`src/rtl/mouse_evt_pkg.sv`:
```
// mouse_evt_pkg
//   Shared definitions for the mouse event APB controller: register offsets,
//   CTRL/STATUS/CLR bit positions, the queued event record and a coordinate
//   clamp helper.
package mouse_evt_pkg;

    // Register byte offsets
    localparam int REG_CTRL   = 'h00;
    localparam int REG_STATUS = 'h04;
    localparam int REG_X      = 'h08;
    localparam int REG_Y      = 'h0C;
    localparam int REG_BTN    = 'h10;
    localparam int REG_POP    = 'h14;
    localparam int REG_CLR    = 'h18;

    // CTRL bits
    localparam int CTRL_EN_BIT  = 0;
    localparam int CTRL_IRQ_BIT = 1;

    // STATUS bits
    localparam int ST_EMPTY_BIT = 0;
    localparam int ST_FULL_BIT  = 1;
    localparam int ST_OVF_BIT   = 2;
    localparam int ST_CNT_LSB   = 8;

    // CLR bits
    localparam int CLR_OVF_BIT   = 0;
    localparam int CLR_FLUSH_BIT = 1;

    // Stored coordinate width; wide enough for any screen up to 64k pixels
    localparam int EVT_CW = 16;

    typedef struct packed {
        logic [EVT_CW-1:0] x;
        logic [EVT_CW-1:0] y;
        logic [2:0]        btn;   // {M,R,L}
    } evt_t;

    // Saturate a coordinate to lim-1
    function automatic logic [EVT_CW-1:0] clamp_coord(input logic [EVT_CW-1:0] v,
                                                      input int unsigned      lim);
        return (32'(v) >= lim) ? EVT_CW'(lim - 1) : v;
    endfunction

endpackage

```
`src/rtl/mouse_evt_fifo.sv`:
```
// mouse_evt_fifo
//   Event FIFO with a combinational head view.
//   Ports: clk_i/rstn_i; push + din; pop; flush; head; count; full; empty.
//   Flush beats push and pop. Push while full only lands when a pop happens
//   in the same cycle. Pop while empty is ignored.
module mouse_evt_fifo
    import mouse_evt_pkg::*;
#(
    parameter int DEPTH = 8,
    localparam int AW   = $clog2(DEPTH),
    localparam int CW   = AW + 1
) (
    input  logic          clk_i,
    input  logic          rstn_i,
    input  logic          push,
    input  evt_t          din,
    input  logic          pop,
    input  logic          flush,
    output evt_t          head,
    output logic [CW-1:0] count,
    output logic          full,
    output logic          empty
);

    evt_t          mem [DEPTH];
    logic [AW-1:0] wr_ptr, rd_ptr;
    logic          do_push, do_pop;

    assign full    = (count == CW'(DEPTH));
    assign empty   = (count == '0);
    assign head    = mem[rd_ptr];
    assign do_push = push & (~full | pop) & ~flush;
    assign do_pop  = pop & ~empty & ~flush;

    always_ff @(posedge clk_i) begin
        if (do_push) mem[wr_ptr] <= din;
    end

    // Pointers are AW bits wide so they wrap modulo DEPTH on their own
    always_ff @(posedge clk_i or negedge rstn_i) begin
        if (!rstn_i) begin
            wr_ptr <= '0;
            rd_ptr <= '0;
            count  <= '0;
        end else if (flush) begin
            wr_ptr <= '0;
            rd_ptr <= '0;
            count  <= '0;
        end else begin
            if (do_push) wr_ptr <= wr_ptr + 1'b1;
            if (do_pop)  rd_ptr <= rd_ptr + 1'b1;
            case ({do_push, do_pop})
                2'b10:   count <= count + 1'b1;
                2'b01:   count <= count - 1'b1;
                default: count <= count;
            endcase
        end
    end

endmodule

```
`src/rtl/mouse_evt_apb_ctrl.sv`:
```
// mouse_evt_apb_ctrl
//   APB slave that queues mouse events (x, y, buttons) and exposes the queue
//   head through X/Y/BTN registers, with STATUS, POP and CLR controls.
//   Ports: clk_i, rstn_i (async, active low); APB slave (paddr, pwdata,
//   pwrite, psel, penable -> prdata, pready, pslverr); event input
//   (evt_valid_i, evt_x_i, evt_y_i, evt_btn_i); irq_o.
//   Build option: MOUSE_EVT_IRQ_EN enables CTRL.irq_en and a registered
//   interrupt; without it irq_o is 0 and CTRL bit1 reads 0.
module mouse_evt_apb_ctrl
    import mouse_evt_pkg::*;
#(
    parameter int APB_ADDR_WIDTH = 12,
    parameter int APB_DATA_WIDTH = 32,
    parameter int WIDTH          = 1280,
    parameter int HEIGHT         = 1080,
    parameter int FIFO_DEPTH     = 8
) (
    input  logic                       clk_i,
    input  logic                       rstn_i,
    input  logic [APB_ADDR_WIDTH-1:0]  apb_paddr_i,
    input  logic [APB_DATA_WIDTH-1:0]  apb_pwdata_i,
    input  logic                       apb_pwrite_i,
    input  logic                       apb_psel_i,
    input  logic                       apb_penable_i,
    output logic [APB_DATA_WIDTH-1:0]  apb_prdata_o,
    output logic                       apb_pready_o,
    output logic                       apb_pslverr_o,
    input  logic                       evt_valid_i,
    input  logic [$clog2(WIDTH)-1:0]   evt_x_i,
    input  logic [$clog2(HEIGHT)-1:0]  evt_y_i,
    input  logic [2:0]                 evt_btn_i,
    output logic                       irq_o
);

    localparam int CW = $clog2(FIFO_DEPTH) + 1;

    logic          en_q, ovf_q, pready_q, pslverr_q;
    logic [APB_DATA_WIDTH-1:0] prdata_q;
    logic          irq_en_rb;
    evt_t          evt_in, head;
    logic [CW-1:0] count;
    logic          full, empty;

    logic access, err, wr_ok;
    logic is_ctrl, is_status, is_x, is_y, is_btn, is_pop, is_clr;
    logic pop_req, flush, clr_ovf, push_req, ovf_set;
    logic [31:0] rd_val, status_w;

    // ---------------- decode ----------------
    assign is_ctrl   = (apb_paddr_i == APB_ADDR_WIDTH'(REG_CTRL));
    assign is_status = (apb_paddr_i == APB_ADDR_WIDTH'(REG_STATUS));
    assign is_x      = (apb_paddr_i == APB_ADDR_WIDTH'(REG_X));
    assign is_y      = (apb_paddr_i == APB_ADDR_WIDTH'(REG_Y));
    assign is_btn    = (apb_paddr_i == APB_ADDR_WIDTH'(REG_BTN));
    assign is_pop    = (apb_paddr_i == APB_ADDR_WIDTH'(REG_POP));
    assign is_clr    = (apb_paddr_i == APB_ADDR_WIDTH'(REG_CLR));

    assign err = apb_pwrite_i ? ~(is_ctrl | is_pop | is_clr)
                              : ~(is_ctrl | is_status | is_x | is_y | is_btn);

    // pready_q masks the completion cycle so each transfer acts exactly once
    assign access  = apb_psel_i & apb_penable_i & ~pready_q;
    assign wr_ok   = access & apb_pwrite_i & ~err;
    assign pop_req = wr_ok & is_pop;
    assign flush   = wr_ok & is_clr & apb_pwdata_i[CLR_FLUSH_BIT];
    assign clr_ovf = wr_ok & is_clr & apb_pwdata_i[CLR_OVF_BIT];

    // ---------------- event path ----------------
    assign evt_in.x   = clamp_coord(EVT_CW'(evt_x_i), WIDTH);
    assign evt_in.y   = clamp_coord(EVT_CW'(evt_y_i), HEIGHT);
    assign evt_in.btn = evt_btn_i;

    assign push_req = evt_valid_i & en_q;
    // Full implies non-empty, so a same-cycle POP always makes room
    assign ovf_set  = push_req & full & ~pop_req & ~flush;

    mouse_evt_fifo #(.DEPTH(FIFO_DEPTH)) u_fifo (
        .clk_i  (clk_i),
        .rstn_i (rstn_i),
        .push   (push_req),
        .din    (evt_in),
        .pop    (pop_req),
        .flush  (flush),
        .head   (head),
        .count  (count),
        .full   (full),
        .empty  (empty)
    );

    // ---------------- read mux ----------------
    always_comb begin
        status_w                        = '0;
        status_w[ST_CNT_LSB +: CW]      = count;
        status_w[ST_OVF_BIT]            = ovf_q;
        status_w[ST_FULL_BIT]           = full;
        status_w[ST_EMPTY_BIT]          = empty;

        rd_val = '0;
        if (is_ctrl) begin
            rd_val[CTRL_EN_BIT]  = en_q;
            rd_val[CTRL_IRQ_BIT] = irq_en_rb;
        end else if (is_status) begin
            rd_val = status_w;
        end else if (!empty) begin
            if (is_x)   rd_val = 32'(head.x);
            if (is_y)   rd_val = 32'(head.y);
            if (is_btn) rd_val = 32'(head.btn);
        end
    end

    // ---------------- registers ----------------
    always_ff @(posedge clk_i or negedge rstn_i) begin
        if (!rstn_i) begin
            en_q      <= 1'b0;
            ovf_q     <= 1'b0;
            pready_q  <= 1'b0;
            pslverr_q <= 1'b0;
            prdata_q  <= '0;
        end else begin
            pready_q  <= access;
            pslverr_q <= access & err;
            prdata_q  <= (access & ~apb_pwrite_i & ~err) ? APB_DATA_WIDTH'(rd_val) : '0;
            if (wr_ok && is_ctrl) en_q <= apb_pwdata_i[CTRL_EN_BIT];
            // A new overflow outranks a same-cycle clear
            if (ovf_set)      ovf_q <= 1'b1;
            else if (clr_ovf) ovf_q <= 1'b0;
        end
    end

`ifdef MOUSE_EVT_IRQ_EN
    logic irq_en_q, irq_q;

    always_ff @(posedge clk_i or negedge rstn_i) begin
        if (!rstn_i) begin
            irq_en_q <= 1'b0;
            irq_q    <= 1'b0;
        end else begin
            if (wr_ok && is_ctrl) irq_en_q <= apb_pwdata_i[CTRL_IRQ_BIT];
            irq_q <= irq_en_q & (~empty | ovf_q);
        end
    end

    assign irq_en_rb = irq_en_q;
    assign irq_o     = irq_q;
`else
    assign irq_en_rb = 1'b0;
    assign irq_o     = 1'b0;
`endif

    // Only a few pwdata bits are meaningful
    logic unused_ok;
    assign unused_ok = &{1'b0, apb_pwdata_i};

    assign apb_prdata_o  = prdata_q;
    assign apb_pready_o  = pready_q;
    assign apb_pslverr_o = pslverr_q;

endmodule

```
`config.mk`:
```
export PLATFORM = sky130hd
export DESIGN_NAME = mouse_evt_apb_ctrl
export DESIGN_NICKNAME = d
export VERILOG_FILES = /design/src/rtl/mouse_evt_pkg.sv /design/src/rtl/mouse_evt_fifo.sv /design/src/rtl/mouse_evt_apb_ctrl.sv
export SDC_FILE = /design/constraint.sdc
export NUM_CORES = 1
export LEC_CHECK = 0
export CAP_MARGIN = 15
export CORE_MARGIN = 2
export CORE_UTILIZATION = 51
export DETAILED_ROUTE_END_ITERATION = 16
export GPL_TIMING_DRIVEN = 0
export PLACE_DENSITY = 0.75
export SYNTH_ARGS = -nofsm -noshare
export SYNTH_HDL_FRONTEND = slang
export SYNTH_SLANG_ARGS = --single-unit
```
`constraint.sdc`:
```
create_clock -name clk_i -period 3.65 [get_ports clk_i]
set_input_delay 0.73 -clock clk_i [delete_from_list [all_inputs] [get_ports clk_i]]
set_output_delay 0.73 -clock clk_i [all_outputs]
set_load 0.02 [all_outputs]
```
# Word-level counts from Yosys, hierarchy flattened
# Memories as Yosys holds them, arrays and structs flattened.
# Index checks and enable logic that the tools add are counted.
# W data, S select, Z words.
[word_totals] wordCells=87 mem_count=1 inputBits=75 out_inout_bits=35 ramBits=200 regBits=46
[classes] n_lt_le_gt_ge=2 bitwise=35 muxes=21 reduce_logical=7 n_eq_ne=9 add_sub_neg=4
[memory_table] name="u_fifo.mem" depth=8 word_bits=25 read_ports=1 rd_ports_with_merged_regs=0 wr=1 line="mouse_evt_fifo.sv:25" text="evt_t mem [DEPTH];"
[op_table] operator="$mux W32" count=5
[op_table] operator="$eq A12 B5 Y1 const B" count=3
[op_table] operator="$mux W30" count=1
[op_table] operator="$eq A12 B4 Y1 const B" count=2
[op_table] operator="$ge A11 B11 Y1 const B" count=2
[op_table] operator="$mux W11" count=2
[op_table] operator="$and A1 B1 Y1" count=19
[op_table] operator="$mux W16" count=1
[op_table] operator="$eq A12 B3 Y1 const B" count=1
[op_table] operator="$logic_not A12 Y1" count=1
[op_table] operator="$mux W3" count=4
[op_table] operator="$not A1 Y1" count=9
[op_table] operator="$pmux W4 S2" count=1
[op_table] operator="$or A1 B1 Y1" count=7
[op_table] operator="$add A3 B1 Y3 const B" count=2
[op_table] operator="$reduce_bool A2 Y1" count=3
[op_table] operator="$mux W1" count=5
[op_table] operator="$add A4 B1 Y4 const B" count=1
[op_table] operator="$eq A4 B4 Y1 const B" count=1
[op_table] operator="$logic_not A4 Y1" count=1
[op_table] operator="$mux W4" count=1
[op_table] operator="$sub A4 B1 Y4 const B" count=1
[op_table] operator="$reduce_bool A3 Y1" count=1
[op_table] operator="$eq A2 B1 Y1 const B" count=1
[op_table] operator="3 further kinds" count=3

# Logic depth before layout (Yosys ltp)
[logic_depth] depth_word=16 mapped_depth=11 mapped_depth_nobuf=10

# Hierarchy
# A second synthesis with hierarchy kept.
[unflattened] hier_cells=675 hier_area_um2=13091.3
[modules_own_cells] module="mouse_evt_fifo" seq_area_each_um2=8658.3 area_each_um2=11482.3 n_inst=1 cells_per_inst=482
[modules_own_cells] module="mouse_evt_apb_ctrl" seq_area_each_um2=500.5 area_each_um2=1609.0 n_inst=1 cells_per_inst=193

# Worst setup path after synthesis
# Ideal clock, no wire load.
[synth_path] path_kind="in2reg" startpoint="input port apb_paddr_i[0]" endpoint="memory u_fifo.mem[4][0] (netlist bit) (enable)" path_buffers=0 t_arrival_ns=3.609 slack_ns=-0.398 required_ns=3.212 setup_time_ns=0.438 stages=6 path_cell_list="nor4_4 > nand3_1 > o31a_4 > nor2_1 > nand2_1 > nor3_1"
[synth_between] elab_chain_cells=15 elab_cells_between_ends=27 classes_between="eq/ne: 6; mux: 3; bitwise: 17; reduce/logical: 1"
[synth_lines] element="start: declaration" line="mouse_evt_apb_ctrl.sv:20" text="input logic [APB_ADDR_WIDTH-1:0] apb_paddr_i,"
[synth_lines] element="$eq A12 B3 Y1 / $logic_not A12 Y1 (equally long branches)" line="mouse_evt_apb_ctrl.sv:51, mouse_evt_apb_ctrl.sv:50"
[synth_lines] element="$or A1 B1 Y1 (4 in a row)" line="mouse_evt_apb_ctrl.sv:59" text=": ~(is_ctrl | is_status | is_x | is_y | is_btn);"
[synth_lines] element="$not A1 Y1" line="mouse_evt_apb_ctrl.sv:59"
[synth_lines] element="$mux W1" line="mouse_evt_apb_ctrl.sv:58" text="assign err = apb_pwrite_i ? ~(is_ctrl | is_pop | is_clr)"
[synth_lines] element="$not A1 Y1" line="mouse_evt_apb_ctrl.sv:63" text="assign wr_ok = access & apb_pwrite_i & ~err;"
[synth_lines] element="$and A1 B1 Y1" line="mouse_evt_apb_ctrl.sv:63"
[synth_lines] element="$and A1 B1 Y1, on equally long branches" line="mouse_evt_apb_ctrl.sv:64, mouse_evt_apb_ctrl.sv:65"
[synth_lines] element="$or A1 B1 Y1 / $and A1 B1 Y1 (equally long branches)" line="mouse_evt_fifo.sv:32, mouse_evt_apb_ctrl.sv:65"
[synth_lines] element="$and A1 B1 Y1 / $not A1 Y1 (equally long branches)" line="mouse_evt_fifo.sv:32" text="assign do_push = push & (~full | pop) & ~flush;"
[synth_lines] element="$and A1 B1 Y1 *" line="mouse_evt_fifo.sv:32"
[synth_lines] element="$mux W1 *" line="mouse_evt_fifo.sv:36" text="if (do_push) mem[wr_ptr] <= din;"
[synth_lines] element="$mux W1 (implied by the code) *" line="mouse_evt_fifo.sv:36"
[synth_lines] element="end: declaration" line="mouse_evt_fifo.sv:25"
# Mark *: on every way between the ends. The rest lies on a longest branch, timed or not.

# Worst setup path after layout
[layout_path] startpoint="input port apb_paddr_i[0]" endpoint="memory u_fifo.mem[6][10] (netlist bit) (enable)"
# The elaborated chain is that of the path after synthesis.

==> results.json <==
{
  "outcome": "complete, no violations",
  "r2r_cells": 6,
  "synth_common_cells": "200 x edfxtp_1, 52 x mux4_2, 28 x nor2_1",
  "clkPwrFrac_pct": 46.0,
  "ys_seq_elements": 226,
  "routed_wl_mm": 19.6,
  "worst_pin_slew_ns": 1.04,
  "grt_max_degree": 26,
  "clk_pin_slew_ns": 0.06,
  "ys_async_sr_fraction_pct": 11.5,
  "grt.total_usage_pct": 20.3,
  "final_max_slew_viol_count": 0,
  "pwr-share-comb_pct": 3.2,
  "start_util_pct": 52.5,
  "yosysWarnings": 0,
  "gr-total-overflow": 0,
  "fin_crit_sh_pct": 92.2,
  "clock-sinks": 226,
  "synth_area_sq_um": 9490,
  "row_count": 49,
  "ant_nets": 0,
  "ys.flop_type": "edfxtp_1",
  "port_buffers": 57,
  "first_iter_violations": 379,
  "grt_pass1_vias": 5239,
  "fp.dieArea_sq_um": 19700,
  "root_buffer": "clkbuf_16",
  "finalCriticalPeriod_ns": 3.37,
  "pwr-share-seq_pct": 50.8,
  "postLayoutCoreUtil_pct": 63.5,
  "clock_tree.buffer_depth": 3,
  "cts_hold_buf": 0,
  "io_pins": 110,
  "clk_latency_ns": 0.51,
  "min_path_type": "register to register",
  "dpl.hpwl_mm": 12.5,
  "synth-edff-count": 200,
  "stdcell_count": 877,
  "place.gp.congestion": 0.920,
  "min-delay-start": "apb_pready_o",
  "relSlewSlack_pct": 30.6,
  "coreArea_sq_um": 18100,
  "crit_fanout": 25,
  "internal_power_mw": 4.50,
  "cap_violations": 0,
  "drt-pass1-iter-count": 4,
  "place_inst": 832,
  "cp-startpoint": "apb_paddr_i[0]",
  "start_kind": "primary input",
  "die_x_um": 140,
  "netlist.area_leader.share_pct": 63.3,
  "p_sw_share_pct": 19.1,
  "hold_violations": 0,
  "antenna_cells": 0,
  "grt_pass1_wl_mm": 30.2,
  "fmax_mhz": 297,
  "leakage_nw": 3.85,
  "cp-end-kind": "register",
  "postSynthAreaPerCell_sq_um": 18.3,
  "drive_gt1_share_pct": 23.8,
  "cts_tree": "yes",
  "reg2reg_from": "apb_pready_o",
  "routedWlPerCell_um": 22.4,
  "yosysSeqAreaShare_pct": 70.1,
  "cts.htree.levels": 1,
  "die_y_um": 140,
  "rsz0062_at_grt": "no",
  "antenna_found_initial": 0,
  "via_per_inst": 5.87,
  "syn_inst": 520,
  "yosysUniqueCellTypes": 60,
  "fin_skew_ns": 0.00720,
  "yosys.area.top_type": "edfxtp_1",
  "num-nets-final": 710,
  "drcViolationCount": 0,
  "final-setup-viol-count": 0,
  "path_class": "primary input to register",
  "yosys-top-cells-area": "edfxtp_1 63%, mux4_2 12%, dfrtp_1 6.9%",
  "cp.arrival_ns": 3.49,
  "min_path_cells": 1,
  "area_growth_syn_to_layout_pct": 20.9,
  "power.total_mw": 5.56,
  "yosysMostFrequentCell": "edfxtp_1",
  "cts_made_buffers": 24,
  "cellPowerDensity_nw_per_um2": 484,
  "worstPathRequired_ns": 3.78,
  "peakVddDrop_mv": 0.435,
  "dr_total_vias": 5147,
  "fill_cells": 1240,
  "switchingPower_mw": 1.06
}
power by group through the flow:
stage	Sequential [mW]	Combinational (mW)	Clock [mW]
floorplan	2.88	0.0856	0
global placement	2.87	0.168	0
detailed placement	2.87	0.177	0
CTS	2.82	0.177	2.58
global route	2.82	0.193	2.69
finish	2.82	0.178	2.56
what timing repair did:
item,in CTS,in global routing
gates resized for setup,0,3
endpoints found under the setup margin,13,64
gates cloned,0,0
buffers inserted,2,0
pin swaps,1,3
hold endpoints to repair,0,0
area by class of cell:
| type | instances | area, sq um | share of cell area [%] |
|---|---|---|---|
| inverter | 2 | 7.51 | 0.0654 |
| multi-input combinational | 267 | 2690 | 23.4 |
| buffer | 45 | 284 | 2.47 |
| clock buffer | 28 | 637 | 5.55 |
| clock inverter | 15 | 206 | 1.80 |
| sequential | 226 | 6660 | 58.0 |
| tap | 229 | 287 | 2.50 |
| timing repair buffer | 65 | 708 | 6.17 |
kinds of logic after synthesis:
group | count (synthesis) | synth area share [%]
and+or+nand+nor | 110 | 6.79
xor gates and xnor gates | 5 | 0.461
adders and majority gates | 4 | 0.527
other | 1 | 0.0395
DFF | 226 | 70.1
buffers and inverters | 47 | 3.07
muxes | 78 | 15.2
AOI/OAI and AO/OA | 49 | 3.80
stage by stage:
step	worst slack (ns)	cell area (sq um)	hold WS, ns	setup TNS [ns]
finish	0.283	11500	0.482	0
global route	0.110	11500	0.522	0
detailed placement	-0.530	10600	0.479	-68.80
floorplan	0.0600	9570	0.434	0
CTS	0.0260	11500	0.485	0
global placement	-1.69	10400	0.467	-303.38
path summary, 6_finish.rpt:
path / endpoint / slack [ns]
setup / recovery: u_fifo.mem[6][10] / 0.28
hold / removal: apb_pready_o / 0.48
setup reg to reg: u_fifo.mem[6][10] / 0.66
hold reg to reg: apb_pready_o / 0.48
max in group asynchronous: apb_prdata_o[3] / 2.46
min in group asynchronous: en_q / 0.64
critical path: stages:
cell and delay [ns]:
clkdlybuf4s50_1 0.45, nor4_4 0.38, nand3_2 0.24, o31a_4 0.45, nor2_1 0.13, nand2_1 0.24
nor2_4 0.86
state kept, by name, indices dropped and copies added, names as in the netlist:
name,cells
apb_prdata_o,12
u_fifo.wr_ptr,3
ovf_q,1
u_fifo.mem,200
apb_pslverr_o,1
en_q,1
u_fifo.count,4
apb_pready_o,1
u_fifo.rd_ptr,3
cell usage in the layout, fill, tap and decap left out, types with 4 or more instances in the layout:
| cell type | count |
|---|---|
| nand2_1 | 19 |
| buf_4 | 26 |
| bufinv_16 | 5 |
| conb_1 | 21 |
| ha_1 | 4 |
| nor2b_1 | 8 |
| clkinv_1 | 4 |
| buf_2 | 8 |
| nor4_1 | 4 |
| nor2_1 | 22 |
| nand3_1 | 4 |
| nand2b_1 | 18 |
| mux2i_1 | 21 |
| o22ai_1 | 4 |
| nor2_4 | 6 |
| a22oi_1 | 4 |
| xor2_1 | 4 |
| clkbuf_16 | 25 |
| mux2_2 | 4 |
| edfxtp_1 | 200 |
| clkdlybuf4s50_1 | 56 |
| o21ai_0 | 9 |
| a21oi_1 | 6 |
| dfrtp_1 | 26 |
| mux4_2 | 52 |
| o22a_1 | 5 |
| clkbuf_1 | 12 |
metal layers:
metal  GRT usage [%]  vias to the layer above  part of all wire, %
li1                -                     2278                    -
met5               0                        -                    0
met1            28.2                     2625                   43
met4            6.38                        0                  2.5
met3            2.87                       32                  5.9
met2            33.8                      212                   49
No activity file was read; power rests on OpenSTA's default activity.
